--- src/rtl/jtriders_objdma.sv ---
// Object-RAM DMA sequencer: copies 2**AW words from the shared source RAM into
// the object shadow buffer at vblank start. Option macro: JTRIDERS_OBJDMA_AUTO_EN.
module jtriders_objdma #(
  parameter int             AW       = 10,
  parameter logic [AW+2:0]  SRC_BASE = '0
) (
  input  logic           clk,
  input  logic           rst,
  input  logic           cen,
  input  logic           lvbl,
  input  logic           dma_req,
  input  logic           cpu_cs,
  output logic [12:0]    src_addr,
  input  logic [15:0]    src_dout,
  output logic [AW-1:0]  dst_addr,
  output logic [15:0]    dst_din,
  output logic           dst_we,
  output logic           dma_bsy
);

  typedef enum logic [1:0] {IDLE, COPY, DONE} state_t;

  localparam logic [12:0]   BASE13 = 13'(SRC_BASE);
  localparam logic [AW-1:0] LAST   = '1;
`ifdef JTRIDERS_OBJDMA_AUTO_EN
  localparam logic          AUTO   = 1'b1;
`else
  localparam logic          AUTO   = 1'b0;
`endif

  state_t        state_q;
  logic          lvbl_q;
  logic          armed_q;
  logic          pending_q;
  logic          rd_vld_q;
  logic [AW:0]   cnt_q;
  logic [AW-1:0] rd_cnt_q;

  logic vb_start;
  logic arm_now;

  assign vb_start = lvbl_q & ~lvbl;
  assign arm_now  = armed_q | AUTO;

  always_ff @(posedge clk or posedge rst) begin
    if (rst) begin
      state_q   <= IDLE;
      lvbl_q    <= 1'b1;
      armed_q   <= 1'b0;
      pending_q <= 1'b0;
      rd_vld_q  <= 1'b0;
      cnt_q     <= '0;
      rd_cnt_q  <= '0;
      src_addr  <= BASE13;
      dst_addr  <= '0;
      dst_din   <= '0;
      dst_we    <= 1'b0;
      dma_bsy   <= 1'b0;
    end else begin
      lvbl_q <= lvbl;
      dst_we <= 1'b0;
      case (state_q)
        IDLE: begin
          rd_vld_q <= 1'b0;
          // A request arriving with the starting vblank is absorbed by that copy
          if (vb_start && arm_now) begin
            state_q <= COPY;
            armed_q <= 1'b0;
            cnt_q   <= '0;
            dma_bsy <= 1'b1;
          end else if (dma_req) begin
            armed_q <= 1'b1;
          end
        end
        COPY: begin
          if (dma_req) pending_q <= 1'b1;
          if (rd_vld_q) begin
            dst_we   <= 1'b1;
            dst_din  <= src_dout;
            dst_addr <= rd_cnt_q;
            if (rd_cnt_q == LAST) state_q <= DONE;
          end
          // The CPU owns the RAM whenever cpu_cs is high; the read simply waits
          if (cen && !cpu_cs && !cnt_q[AW]) begin
            src_addr <= BASE13 + 13'(cnt_q);
            rd_cnt_q <= cnt_q[AW-1:0];
            cnt_q    <= cnt_q + 1'b1;
            rd_vld_q <= 1'b1;
          end else begin
            rd_vld_q <= 1'b0;
          end
        end
        DONE: begin
          state_q   <= IDLE;
          dma_bsy   <= 1'b0;
          rd_vld_q  <= 1'b0;
          armed_q   <= pending_q | dma_req;
          pending_q <= 1'b0;
        end
        default: state_q <= IDLE;
      endcase
    end
  end

endmodule

--- config.mk ---
export PLATFORM = sky130hd
export DESIGN_NAME = jtriders_objdma
export DESIGN_NICKNAME = d
export VERILOG_FILES = /design/src/rtl/jtriders_objdma.sv
export SDC_FILE = /design/constraint.sdc
export NUM_CORES = 1
export LEC_CHECK = 0
export ABC_AREA = 0
export BUFFER_PORTS_ARGS = -buffer_cell sky130_fd_sc_hd__buf_2
export CAP_MARGIN = 30
export CORE_ASPECT_RATIO = 1.5
export CORE_UTILIZATION = 45
export CTS_CLUSTER_SIZE = 24
export DETAILED_ROUTE_END_ITERATION = 12
export PLACE_DENSITY_LB_ADDON = 0.2
export SYNTH_ARGS = -nofsm -noshare
export SYNTH_HDL_FRONTEND = slang
export SYNTH_SLANG_ARGS = --single-unit
--- constraint.sdc ---
create_clock -name clk -period 1.9 [get_ports clk]
set_clock_uncertainty 0.1 [all_clocks]
set_input_delay 0.19 -clock clk [delete_from_list [all_inputs] [get_ports clk]]
set_output_delay 0.19 -clock clk [all_outputs]
set_load 0.02 [all_outputs]
==> results.json <==
{
  "cp_top_delay_family": "simple AND/OR/NAND/NOR gates",
  "design.die.area_um2": 5620,
  "route.detailed.wl_per_inst_um": 14.0,
  "cellLeakagePower_uw": 0.00142,
  "clk_latency_ps": 310,
  "finalNetCount": 285,
  "fp-row-count": 32,
  "synth-seq-cells": 56,
  "cts_max_level": 2,
  "drt.antenna.violating_nets": 0,
  "grt_pass1_vias": 1618,
  "run_status": "finished, final reports clean",
  "cts-buffers-inserted": 5,
  "routed-via-count": 1718,
  "path_class_of_the_lowest_slack_min_delay_path": "input port to flip-flop",
  "initialDrtViolationCount": 36,
  "clockRootBuffer": "clkbuf_8",
  "die_y_um": 91.3,
  "grt_antenna_before_repair": 0,
  "die_x_um": 61.5,
  "layout_commonest_cell": "buf_2",
  "timing.max_cap.violations": 0,
  "finalHoldViolations": 0,
  "yosysWarnings": 0,
  "cts-hold-fix-buffers": 13,
  "place_congestion": 0.899,
  "grt_remaining_overflow": 0,
  "worst_path_max_delay_cell": "or4_1",
  "fin_crit_ps": 1710,
  "postCtsSetupBuffers": 0,
  "yosysUniqueCellTypes": 42,
  "critical_path.max_fanout": 14,
  "layout_worst_path_cycle_share": 0.898,
  "initial_utilization": 0.467,
  "place_hpwl_um": 3410,
  "cts.sink_count": 56,
  "post_cts_resized": 0,
  "setup_ws_ps": 194,
  "finalMaxSlewViolations": 0,
  "finalWirelength_um": 4650,
  "clk_transition_reported_paths_ps": 100,
  "number_of_standard_cells_after_synthesis": 182,
  "setup_tns_ps": 0,
  "grt_max_degree": 23,
  "viasPerCell": 5.19,
  "drt_pass1_iterations": 4,
  "io_buffer_count": 60,
  "arrival_ps": 1850,
  "startpoint_type": "flip-flop",
  "design_area_um2": 3020,
  "synthDominantAreaCellType": "dfrtp_1",
  "ios": 63,
  "grt_pass1_wl_um": 7660,
  "cp_num_buf_inv": 0,
  "synth_area_per_cell_um2": 13.1,
  "synth.cell_area_um2": 2390,
  "number_of_drc_violations_after_detailed_routing": 0,
  "clock_path_buffers": 2,
  "fraction_of_post_synthesis_cell_area_in_the_top_cell_type_by_area": 0.575,
  "synth_top_cells_by_area": "dfrtp_1 (58%), mux2_2 (16%), mux2i_1 (2.5%), nand3_1 (1.5%), o21ai_0 (1.5%)",
  "setup_viol": 0,
  "core_util_final": 0.590,
  "ys_seq_area_frac": 0.586,
  "tritoncts_clock_tree": "built",
  "rsz0062_at_grt": "false",
  "global_route.usage.total": 0.185,
  "preCtsSetupSlack_ps": 198,
  "placedInstanceArea_um2": 2800,
  "vdd_ir_drop_max_v": 0.000576,
  "fin_total_pwr_uw": 3310,
  "crit_path_max_incr_delay_ps": 510,
  "critPathRequiredTime_ps": 2050,
  "drive_above_1_share": 0.456,
  "max_frequency_ghz": 0.586,
  "antenna-diode-count": 0,
  "flow.area_growth_from_synthesis_pct": 26.4,
  "p_per_area_nw_per_um2": 1090,
  "critical_path_class": "flip-flop to flip-flop",
  "final_cell_mix": "buf_2 (60), dfrtp_1 (55), mux2_2 (34)",
  "crit_chain": "or3b_4 > or4_1 > a21oi_1",
  "kind_of_capture_point_of_the_worst_setup_path": "flip-flop",
  "fp.coreArea_um2": 5120
}
-- flip-flops by register name (all words and copies together), names as in the netlist --
| register | flops |
|---|---|
| dst_we | 1 |
| dst_addr | 10 |
| dst_din | 16 |
| src_addr | 2 |
| pending_q | 1 |
| state_q | 2 |
| dma_bsy | 1 |
| rd_cnt_q | 9 |
| cnt_q | 11 |
| arm_now | 1 |
| lvbl_q | 1 |
| rd_vld_q | 1 |
-- layout make-up --
type                    instances  area [um2]
clock inverters                 2        13.8
flip-flops and latches         56        1400
multi-input cells             112         907
fillers                       460        2100
repair buffers                 83         518
inverters                       4        15.0
well taps                      68        85.1
clock buffers                   6        82.6
-- cell usage after synthesis, drive strengths merged --
| master | instances |
|---|---|
| or3b | 1 |
| nor2 | 5 |
| nor4 | 4 |
| nand3 | 7 |
| o22a | 3 |
| mux2i | 6 |
| a31oi | 1 |
| o21a | 1 |
| nand2b | 2 |
| nor3 | 1 |
| a21o | 1 |
| clkbuf | 2 |
| nand3b | 1 |
| or2 | 1 |
| dfstp | 1 |
| nand4b | 1 |
| buf | 9 |
| nor3b | 1 |
| and2 | 1 |
| mux2 | 35 |
| nand4 | 4 |
| o21bai | 3 |
| o21ai | 7 |
| nand2 | 5 |
| a22o | 1 |
| o2bb2ai | 1 |
| nor2b | 2 |
| ha | 1 |
| a21oi | 4 |
| or4 | 4 |
| o31ai | 4 |
| inv | 4 |
| o221ai | 1 |
| dfrtp | 55 |
| and2b | 1 |
| conb | 1 |
-- logic make-up after synthesis --
| family | synth area share |
|---|---|
| flip-flops | 0.586 |
| multiplexers | 0.191 |
| AND/OR/NAND/NOR | 0.103 |
| AO/OA/AOI/OAI | 0.0764 |
| buffers and inverters | 0.0361 |
| adder cells (fa/ha/maj) | 0.00523 |
| other | 0.00157 |
-- routing by layer --
| metal | GRT usage | routed length, um |
|---|---|---|
| met4 | 0.0667 | 71 |
| met2 | 0.307 | 2440 |
| met5 | 0 | 0 |
| met1 | 0.226 | 1950 |
| met3 | 0.0427 | 189 |
-- power by group --
group          switching [uW]  internal (uW)  total (uW)
registers                 201           1450        1650
clock network             385            299         684
logic                     543            430         973
-- path summary, 6_finish.rpt --
| check | from | endpoint | slack [ps] | cells after the start |
|---|---|---|---|---|
| worst max-delay path | cnt_q[10] | cnt_q[6] | 190 | 3 |
| worst min-delay path | src_dout[0] | dst_din[0] | 6 | 2 |
| worst max register to register | cnt_q[10] | cnt_q[6] | 190 | 3 |
| worst min register to register | src_addr[10] | src_addr[10] | 400 | 1 |
| max in group asynchronous | rst | cnt_q[8] | 800 | 4 |
| min in group asynchronous | rst | rd_cnt_q[1] | 290 | 3 |
-- stage by stage --
| stage | hold WS (ps) | std cells |
|---|---|---|
| finish | 5.57 | 331 |
| global route | 1.53 | 331 |
| CTS | 0.452 | 331 |
| detailed placement | 88.7 | 310 |
| global placement | 99.0 | 310 |
| floorplan | 94.5 | 183 |
-- worst reg2reg max path: stages (launching register included) --
cell	delay (ps)
dfrtp_1	400
or3b_4	480
or4_1	520
a21oi_1	150
No activity file was read; power rests on OpenSTA's default activity.
